`config.mk`:
```
export PLATFORM = sky130hd
export DESIGN_NAME = pause_frame_ctrl
export DESIGN_NICKNAME = d
export VERILOG_FILES = /design/src/rtl/pause_pkg.sv /design/src/rtl/pause_debounce.sv /design/src/rtl/pause_frame_ctrl.sv
export SDC_FILE = /design/constraint.sdc
export NUM_CORES = 1
export LEC_CHECK = 0
export CAP_MARGIN = 10
export CORE_MARGIN = 10
export CORE_UTILIZATION = 55
export CTS_CLUSTER_DIAMETER = 50
export DETAILED_ROUTE_END_ITERATION = 6
export GPL_TIMING_DRIVEN = 0
export PLACE_DENSITY = 0.75
export SLEW_MARGIN = 20
export SYNTH_ARGS = -nofsm -noshare
export SYNTH_HDL_FRONTEND = slang
export SYNTH_SLANG_ARGS = --single-unit
```
`constraint.sdc`:
```
create_clock -name clk_sys -period 2.19 [get_ports clk_sys]
set_clock_uncertainty 0.15 [all_clocks]
set_input_delay 0.219 -clock clk_sys [delete_from_list [all_inputs] [get_ports clk_sys]]
set_output_delay 0.219 -clock clk_sys [all_outputs]
set_load 0.01 [all_outputs]
```
`src/rtl/pause_pkg.sv`:
```
// Shared state encoding and default timing constants for the pause/frame-step controller.
package pause_pkg;

  typedef enum logic [1:0] {
    RUN    = 2'd0,
    ARM    = 2'd1,
    PAUSED = 2'd2,
    STEP   = 2'd3
  } pause_state_e;

  // Defaults assume a 12 MHz clk_sys: 10 ms debounce, 100 ms vblank wait.
  localparam int DEBOUNCE_CYC_DEF   = 120000;
  localparam int VB_TIMEOUT_CYC_DEF = 1200000;

endpackage

```
`src/rtl/pause_debounce.sv`:
```
// Button conditioning: 2-FF synchronizer, stable-level debouncer, single-cycle press pulse.
// A button already held when reset releases is ignored until it has been seen released.
module pause_debounce
  import pause_pkg::*;
#(
  parameter int DEBOUNCE_CYC = DEBOUNCE_CYC_DEF
) (
  input  logic clk_sys,
  input  logic reset_n,
  input  logic btn_raw,
  output logic press
);

  localparam int CW = $clog2(DEBOUNCE_CYC + 1);

  logic          sync_1;
  logic          sync_2;
  logic [1:0]    sync_vld;
  logic          armed;
  logic          level;
  logic [CW-1:0] cnt;
  logic          flip;

  assign flip = (sync_2 != level) && (cnt == CW'(DEBOUNCE_CYC - 1));

  always_ff @(posedge clk_sys or negedge reset_n) begin
    if (!reset_n) begin
      sync_1   <= 1'b0;
      sync_2   <= 1'b0;
      sync_vld <= 2'b00;
      armed    <= 1'b0;
      level    <= 1'b0;
      cnt      <= '0;
      press    <= 1'b0;
    end else begin
      sync_1   <= btn_raw;
      sync_2   <= sync_1;
      sync_vld <= {sync_vld[0], 1'b1};
      // sync_2 holds a real sample only once sync_vld[1] is set
      if (sync_vld[1] && !sync_2) armed <= 1'b1;
      if (sync_2 == level) begin
        cnt <= '0;
      end else if (flip) begin
        level <= sync_2;
        cnt   <= '0;
      end else begin
        cnt <= cnt + 1'b1;
      end
      press <= flip && sync_2 && armed;
    end
  end

endmodule

```
`src/rtl/pause_frame_ctrl.sv`:
```
// Pause / frame-step sequencer: pauses the core on the next vblank (or after a timeout).
// Optional frame stepping is built in when PAUSE_FRAME_STEP_EN is defined.
//
// state  | meaning
// RUN    | core running, waiting for pause button
// ARM    | pause requested, waiting for vblank or timeout
// PAUSED | core held, pause_request asserted
// STEP   | running one frame, returns to PAUSED on next vblank or timeout
module pause_frame_ctrl
  import pause_pkg::*;
#(
  parameter int DEBOUNCE_CYC   = DEBOUNCE_CYC_DEF,
  parameter int VB_TIMEOUT_CYC = VB_TIMEOUT_CYC_DEF
) (
  input  logic clk_sys,
  input  logic reset_n,
  input  logic button_raw,
  input  logic step_raw,
  input  logic vblank,
  output logic pause_request,
  output logic paused,
  output logic forced
);

  localparam int TW = $clog2(VB_TIMEOUT_CYC + 1);

  pause_state_e  state;
  pause_state_e  state_nxt;
  logic [TW-1:0] tmo;
  logic          tmo_hit;
  logic          btn_press;
  logic          step_press;
  logic          vb_q;
  logic          vb_rise;
  logic          forced_nxt;

  pause_debounce #(.DEBOUNCE_CYC(DEBOUNCE_CYC)) u_btn (
    .clk_sys (clk_sys),
    .reset_n (reset_n),
    .btn_raw (button_raw),
    .press   (btn_press)
  );

`ifdef PAUSE_FRAME_STEP_EN
  pause_debounce #(.DEBOUNCE_CYC(DEBOUNCE_CYC)) u_step (
    .clk_sys (clk_sys),
    .reset_n (reset_n),
    .btn_raw (step_raw),
    .press   (step_press)
  );
`else
  logic step_unused;
  assign step_unused = step_raw;
  assign step_press  = 1'b0;
`endif

  assign vb_rise = vblank & ~vb_q;
  assign tmo_hit = (tmo == TW'(VB_TIMEOUT_CYC - 1));
  assign paused  = (state == PAUSED);

  // Button always wins; vblank beats a simultaneous timeout so forced stays clear.
  always_comb begin
    state_nxt  = state;
    forced_nxt = forced;
    unique case (state)
      RUN: begin
        if (btn_press) state_nxt = ARM;
      end
      ARM, STEP: begin
        if (btn_press) begin
          state_nxt = RUN;
        end else if (vb_rise) begin
          state_nxt  = PAUSED;
          forced_nxt = 1'b0;
        end else if (tmo_hit) begin
          state_nxt  = PAUSED;
          forced_nxt = 1'b1;
        end
      end
      PAUSED: begin
        if (btn_press)       state_nxt = RUN;
        else if (step_press) state_nxt = STEP;
      end
      default: state_nxt = RUN;
    endcase
  end

  always_ff @(posedge clk_sys or negedge reset_n) begin
    if (!reset_n) begin
      state         <= RUN;
      tmo           <= '0;
      vb_q          <= 1'b0;
      pause_request <= 1'b0;
      forced        <= 1'b0;
    end else begin
      state         <= state_nxt;
      forced        <= forced_nxt;
      vb_q          <= vblank;
      pause_request <= (state == PAUSED);
      if (state_nxt != state) begin
        tmo <= '0;
      end else if ((state == ARM || state == STEP) && tmo != TW'(VB_TIMEOUT_CYC)) begin
        tmo <= tmo + 1'b1;
      end
    end
  end

endmodule

```
## After elaboration in Yosys (flattened, before gate mapping)

Cells that the tools add are included.

- Output and inout port bits: 3
- Input port bits: 5
- Register bits after elaboration: 50

- Equal/unequal tests: 9
- Multiplexer cells: 12
- Reductions and logical operators: 13
- Bitwise logic cells: 4
- Add/subtract/negate cells: 2

Operator list:

| operator | count |
|---|---|
| $mux 21 | 2 |
| $mux 17 | 2 |
| $add 21x1->21 const B | 1 |
| $eq 21x21->1 const B | 1 |
| $ne 21x21->1 const B | 1 |
| $add 17x1->17 const B | 1 |
| $eq 17x17->1 const B | 1 |
| $mux 2 | 5 |
| $pmux 2 s3 | 1 |
| $logic_and 1x1->1 | 5 |
| $eq 2x2->1 const B | 2 |
| $reduce_bool 2->1 | 2 |
| $not 1->1 | 3 |
| $reduce_and 3->1 | 1 |
| $eq 2x1->1 const B | 1 |
| $logic_not 2->1 | 1 |
| $mux 1 | 2 |
| $ne 2x2->1 | 1 |
| $reduce_and 2->1 | 1 |
| $reduce_or 2->1 | 1 |
| $and 1x1->1 | 1 |
| $eq 1x1->1 | 1 |
| $logic_not 1->1 | 1 |
| $logic_or 1x1->1 | 1 |
| $ne 1x1->1 | 1 |

## Depth between registers and ports, before layout

Gate-level depths: netlist of run 1.

- Word-level depth: 7
- Gate-level depth with buffers: 6

## By module

A second synthesis of run 1 with hierarchy kept.

- Cell total of the unflattened synthesis: 258
- Area total of the unflattened synthesis: 2638.8 µm²

By module, submodules not included:

| module | area an instance (µm²) | cells each | instances | seq. area each (µm²) |
|---|---|---|---|---|
| pause_frame_ctrl | 1536.5 | 159 | 1 | 650.6 |
| pause_debounce | 1102.3 | 99 | 1 | 600.6 |

## Worst setup path after synthesis of run 1

OpenSTA, ideal clock, no wires.

- Path kind: register to register
- From: register u_btn.cnt[11]
- To: register u_btn.level
- Path slack: -0.115 ns
- Period minus slack after synthesis: 2.305 ns
- Path buffers: 0
- Required time: 1.915 ns
- Arrival: 2.030 ns
- Cell stages (with the launch flop): 5
- Path through: dfrtp_1 > or4b_1 > or4b_4 > nor4b_4 > mux2_2

- Cells in the longest elaborated chain, start to end: 3

RTL lines:

| what | RTL line | RTL |
|---|---|---|
| from (decl) | pause_debounce.sv:21 | `logic [CW-1:0] cnt;` |
| from (signal assigned) | pause_debounce.sv:47 | `cnt <= cnt + 1'b1;` |
| $eq 17x17->1 | pause_debounce.sv:24 | `assign flip = (sync_2 != level) && (cnt == CW'(DEBOUNCE_CYC - 1));` |
| $logic_and 1x1->1 | pause_debounce.sv:24 |  |
| $reduce_and 2->1 (no source line) | -- |  |
| to (signal assigned) | pause_debounce.sv:44 | `level <= sync_2;` |
| to (decl) | pause_debounce.sv:20 | `logic level;` |

Every way passes these cells.
A chain may end at the register's enable or synchronous reset.

## Worst setup path after layout of run 1

Ends and elaborated chain as after synthesis.

==> metrics.cfg, run 1 <==
[outcome]
outcome = finished with violations
violations = setup timing

[global_routing]
grtUsageTotal_pct = 15.6
antenna_found_initial = 0
grt_pass1_vias = 2075
grt_util_met3_pct = 3.13
grt_busiest_layer = met2
grt_use_met2_pct = 27.4
use_met1_pct = 18.1
grt_pass1_wl_um = 9730
grt_max_degree = 30
grt_overflow = 0

[drt]
routed_wl_um = 5890
vias_per_cell = 6.16
drtIter0Drc = 162
ant_nets = 0
dr.pass1.iters = 4
drc = 0
vias = 2094
wire_per_inst_um = 17.3

[final_layout]
fin_util_pct = 71.7
drive_gt1_share_pct = 27.1
n_fill_cell = 321
diodes = 0
final_nets = 295
syn_to_final_growth_pct = 24.3

[timing]
finalWorstSetupSlack_ps = -163
setup_viol = 20
worst_pin_slew_ps = 683
rsz0062_at_grt = yes
fmax_ghz = 0.425
slew_viol_final = 0
final_hold_viol_count = 0
final.period_utilization_pct = 107
min_period_ps = 2350
slew_headroom_pct = 54.5

[placement]
portBuffers = 6
dp_hpwl_um = 3580
place_congestion = 0.859
dp_slack_ps = -255

[worst_setup_path]
arrival_ps = 2390
startpoint_type = register
required_ps = 2230
path_class = reg2reg
crit_path_start = u_btn.cnt[11]
rr_startpoint = u_btn.cnt[11]
cp-end-kind = register
critPathMaxFanout = 2

[synthesis]
yosysUniqueCellTypes = 49
yosysWarnings = 0
netlist_top_cells_count = dfrtp_1, nor2_1, xnor2_1, inv_1
syn_avg_cell_area_um2 = 10.2
synth_seq_cells = 50
syn_nets = 260
synth_flop_cell = dfrtp_1
synthAdderAreaFrac_pct = 1.46
synthMuxAreaShare_pct = 0.439
yosysTopAreaCellShare_pct = 48.8
synthArstFlopShare_pct = 100
synth_xor_area_share_pct = 7.86
synth_top_family_by_area = simple AND/OR/NAND/NOR gates
synth.area.top_cells = dfrtp_1, xnor2_1, a211oi_1, nor2_1, inv_1
yosysTopAreaCell = dfrtp_1
synth-edff-count = 0
syn_area_mm2 = 0.00256
synth.most_common_cell = dfrtp_1
synthSimpleGateAreaFrac_pct = 22.5
ys_seq_area_share_pct = 48.8
synth_compound_area_share_pct = 14.2
synthCells = 252

[flow_run]
drv_cap = 0

[clock_tree]
clock_latency_ps = 310
htree_levels = 2
numCtsBuffers = 5
cts-root-buf = clkbuf_8
cts.clk_slew.worst_paths_ps = 90
clkSinkCount = 50
cts_tree = built
cts_max_path_buffers = 2

[min_path]
hp-class = in2reg
min-delay-start = button_raw

[die]
fp.dieH_um = 88.3
die_area_mm2 = 0.00779
die_x_um = 88.3
rows = 24
start_util_pct = 57.7
io_pins = 8
core_mm2 = 0.00444

[power]
vdd_ir_drop_max_mv = 0.491
p_per_area_mw_per_mm2 = 678
p_leak_nw = 1.21

cell families (layout without fill, tap and decap cells):
logic type      after synthesis  count (layout)
fa+ha+maj                     3               3
compound gates               50              50
mux                           1               1
xor+xnor                     23              23
simple gates                 96              96
buf+inv                      28              64
flops                        50              50
other cells                   1               1
area by class of cell:
class                   count  area [um^2]  area share [%]
flip-flops and latches     50         1250            39.4
repair buffers             29          268            8.40
well taps                  52         65.1            2.04
clock inverters             2         37.5            1.18
multi-input cells         174         1350            42.4
plain buffers              10         73.8            2.32
clock buffers               6         72.6            2.28
inverters                  17         63.8            2.00
power by group:
group	leakage, nW	switching, mW	internal [mW]
clock	0.0514	0.309	0.341
sequential	0.639	0.103	1.01
combinational	0.522	0.194	0.199
critical path, stage by stage (launching register included):
cell and delay [ps]:
dfrtp_1 400, or4b_1 530, or4b_4 530, nor4b_4 300
mux2_4 330
stage by stage:
stage	power, mW	area (um^2)	setup TNS, ps	hold slack, ps	cells
detailed placement	1.40	2710	-7270	64.5	311
finish	2.16	3190	-821	199	340
global route	2.26	3190	-1810	187	340
floorplan	1.29	2570	-312	-227	252
global placement	1.38	2690	-39740	185	310
CTS	2.09	2970	-2230	197	331
what timing repair did:
item / in CTS / in global routing
resized for setup: 18 / 39
pin swaps: 7 / 8
cloned: 0 / 2
hold endpoints to repair: 21 / 0
hold buffers: 1 / 0
setup endpoints to repair: 39 / 40
setup buffers: 11 / 8
final timing paths:
kind | endpoint | depth (start not counted) | slack (ps)
max | u_btn.level | 4 | -160
min | u_btn.sync_1 | 1 | 200
max reg2reg | u_btn.level | 4 | -160
min reg2reg | u_btn.sync_vld[1] | 0 | 210
max in group asynchronous | u_btn.level | 3 | 1100
min in group asynchronous | tmo[6] | 2 | 260
state kept, by name, summed over array words and instances, names as in the netlist, 2 cells and up:
signal,count
state,2
u_btn.cnt,17
tmo,21
u_btn.sync_vld,2
metal layers:
metal	wire length, um	vias up
li1	-	990
met1	2440	1054
met2	3170	40
met3	181	10
met4	108	0
met5	0	-
layout by cell type, fill, tap and decap left out, types with 2 or more instances in the layout:
| master | instances |
|---|---|
| clkdlybuf4s50_1 | 4 |
| a21oi_1 | 2 |
| a221oi_2 | 7 |
| nand2_1 | 11 |
| or2_2 | 3 |
| nand3_1 | 9 |
| dfrtp_2 | 3 |
| buf_2 | 3 |
| a21oi_2 | 3 |
| clkbuf_8 | 5 |
| a211oi_2 | 2 |
| xnor2_1 | 18 |
| nor2_1 | 11 |
| a21o_1 | 2 |
| nor4_1 | 5 |
| xor2_1 | 5 |
| or4_1 | 3 |
| buf_6 | 8 |
| or4_4 | 2 |
| inv_1 | 17 |
| and3_1 | 2 |
| or4b_4 | 2 |
| nand4_1 | 8 |
| a31oi_1 | 2 |
| ha_1 | 2 |
| o21ai_0 | 11 |
| or3_4 | 3 |
| or4bb_1 | 2 |
| nor2_2 | 6 |
| o31ai_1 | 3 |
| clkbuf_1 | 3 |
| a211oi_1 | 9 |
| nor3_1 | 7 |
| dfrtp_1 | 47 |
| and2_1 | 2 |
| or3_1 | 7 |
| buf_4 | 16 |
No activity file was read; power rests on OpenSTA's default activity.
==> inputs of run 2 (changes only) <==
- CORE_UTILIZATION: 55 -> 44
- HOLD_SLACK_MARGIN: unset -> 0.03
- PLACE_DENSITY: 0.75 -> unset
==> run 2 against run 1 <==
Net effect: the flow still finishes with violations (setup timing); first-iteration DRC count shrank 41%; setup slack improved by 43 ps; combinational power is 7.9% higher; sequential share of layout area increased by 0.36 points; clock power shrank 18%; routed wire length decreased by 5.7%; die area up 19%; critical path depth stayed put; cell count increased by 5.6%; register-to-register slack gained 40 ps; largest power group unchanged.
==> metrics.cfg, run 2 (synthesis results as in run 1) <==
[power]
combPwrFrac_pct = 20.6  ; +2.4 points
intPower_mw = 1.45  ; -6.4%
clkPwrFrac_pct = 25.8  ; -4.3 points
p_leak_nw = 1.19  ; -1.7%
p_per_area_mw_per_mm2 = 651  ; -4.0%
vdd_ir_drop_max_mv = 0.373  ; -24%
p_seq_share_pct = 53.6  ; +1.9 points
switching_share_pct = 29.2  ; +1.2 points
p_sw_mw = 0.601  ; -0.93%

[global_routing]
antenna_found_initial = 0  ; unchanged
grt_max_degree = 51  ; +70%
grtUsageTotal_pct = 12.4  ; -3.2 points
grt_overflow = 0  ; unchanged
grt_pass1_wl_um = 9100  ; -6.5%
grt_pass1_vias = 1838  ; -11%

[placement]
dp_hpwl_um = 3530  ; -1.5%
postPlaceCellArea_mm2 = 0.00271  ; +0.28%
portBuffers = 6  ; unchanged
place_congestion = 0.826  ; -3.8%

[outcome]
violations = setup timing
outcome = finished with violations

[timing]
slew_viol_final = 0  ; unchanged
worst_pin_slew_ps = 688  ; +5.01 ps
final.period_utilization_pct = 105  ; -2.0 points
final_hold_viol_count = 0  ; unchanged
min_period_ps = 2310  ; -43.0 ps
slew_headroom_pct = 54.1  ; -0.33 points
finalWorstSetupSlack_ps = -120  ; +43.0 ps
setup_viol = 20  ; unchanged
fmax_ghz = 0.433  ; +1.9%
rsz0062_at_grt = yes
setup-tns-final_ps = -725  ; +95.5 ps

[worst_setup_path]
required_ps = 2230  ; about the same
rrSetupSlack_ps = -120  ; +40 ps
slowest_delay_ps = 540  ; about the same
critPathTopFamily = simple AND/OR/NAND/NOR gates
crit_path_cell_trace = or4b_1 > or4b_4 > nor4b_4 > mux2_4
startpoint_type = register
rr_startpoint = u_btn.cnt[6]
reg2reg_depth = 4  ; unchanged
crit_path_end = u_btn.level
rr_endpoint = u_btn.level
critPathMaxFanout = 2  ; unchanged
cp_slowest_cell = or4b_4
cp-end-kind = register
arrival_ps = 2350  ; -40 ps
crit_path_start = u_btn.cnt[6]
worst-path-stages = 4  ; unchanged
path_class = reg2reg
worst-path-buf-inv = 0  ; unchanged

[clock_tree]
htree_levels = 2  ; unchanged
cts.clk_slew.worst_paths_ps = 90  ; about the same
cts_max_path_buffers = 2  ; unchanged
numCtsBuffers = 5  ; unchanged
cts_tree = built
clkSinkCount = 50  ; unchanged
clock_latency_ps = 300  ; about the same
cts-root-buf = clkbuf_8

[die]
start_util_pct = 46.0  ; -12 points
die_x_um = 96.3  ; +9.1%
die_area_mm2 = 0.00928  ; +19%
core_mm2 = 0.00557  ; +25%
fp.dieH_um = 96.3  ; +9.1%
rows = 27  ; +13%
io_pins = 8  ; unchanged

[final_layout]
diodes = 0  ; unchanged
top_regs = tmo x21, u_btn.cnt x17
n_fill_cell = 488  ; +52%
drive_gt1_share_pct = 25.4  ; -1.6 points
largest_reg_flops = 21  ; unchanged
syn_to_final_growth_pct = 23.2
layout_common_cells = dfrtp_1, buf_4, xnor2_1
layout_commonest_cell = dfrtp_1
final_nets = 294  ; -0.34%
finish.instance_area_mm2 = 0.00316  ; -0.90%
regMostFlops = tmo

[drt]
dr.pass1.iters = 4  ; unchanged
wire_per_inst_um = 15.5  ; -11%
drc = 0  ; unchanged
vias = 2035  ; -2.8%
vias_per_cell = 5.67  ; -8.0%
ant_nets = 0  ; unchanged
drtIter0Drc = 95  ; -41%
routed_wl_um = 5550  ; -5.7%

[flow_run]
drv_cap = 0  ; unchanged

[min_path]
hp-class = in2reg

[run 2: stage by stage]
step / util [%] / hold WS (ps) / setup slack [ps] / total power [mW] / std cells
after floorplan: - / -227 / -82.0 / 1.29 / 252
after global placement: 48.7 / 182 / -810 / 1.39 / 330
after detailed placement: 48.7 / 141 / -270 / 1.40 / 330
after CTS: 52.9 / 191 / -129 / 2.00 / 348
after global routing: 56.7 / 204 / -176 / 2.18 / 359
final: 56.7 / 204 / -120 / 2.06 / 359
[run 2: worst min path at each step]
stage,start,endpoint,cells past startpoint
floorplan,reset_n,forced,0
global placement,u_btn.sync_vld[0],u_btn.sync_vld[1],0
detailed placement,reset_n,forced,1
CTS,button_raw,u_btn.sync_1,1
global route,button_raw,u_btn.sync_1,1
finish,button_raw,u_btn.sync_1,1
[run 2: layout make-up]
| class | count | area, um^2 | share of cell area (%) |
|---|---|---|---|
| buffer | 9 | 66.3 | 2.10 |
| clock buffer | 6 | 72.6 | 2.30 |
| clock inverter | 2 | 13.8 | 0.436 |
| inverter | 17 | 63.8 | 2.02 |
| multi-input combinational | 174 | 1340 | 42.4 |
| sequential | 50 | 1250 | 39.7 |
| tap | 72 | 90.1 | 2.85 |
| timing repair buffer | 29 | 256 | 8.12 |
[run 2: what timing repair did]
action	4_1_cts	5_1_grt
buffers inserted	11	11
pin swaps	9	13
hold endpoints to repair	50	0
hold buffers	1	0
resized for setup	17	30
setup endpoints to repair	39	41
cloned	0	2
[run 2: layer usage]
| layer | part of all wire, % | global-route usage, % |
|---|---|---|
| met3 | 4.3 | 2.88 |
| met5 | 0 | 0 |
| met2 | 44 | 17.4 |
| met4 | 1.0 | 4.00 |
| met1 | 50 | 18.2 |
[run 2: power by group through the flow]
stage,sequential (mW),combinational [mW],clock (mW)
2_1_floorplan,1.10,0.190,0
3_3_place_gp,1.12,0.270,0
3_5_place_dp,1.12,0.274,0
4_1_cts,1.11,0.336,0.559
5_1_grt,1.11,0.472,0.591
6_report,1.10,0.424,0.531
==> inputs of run 3 (changes only) <==
- CTS_CLUSTER_DIAMETER: 50 -> unset
==> results of run 3 <==
The final DEF is identical to that of run 2; final timing and power are the same.
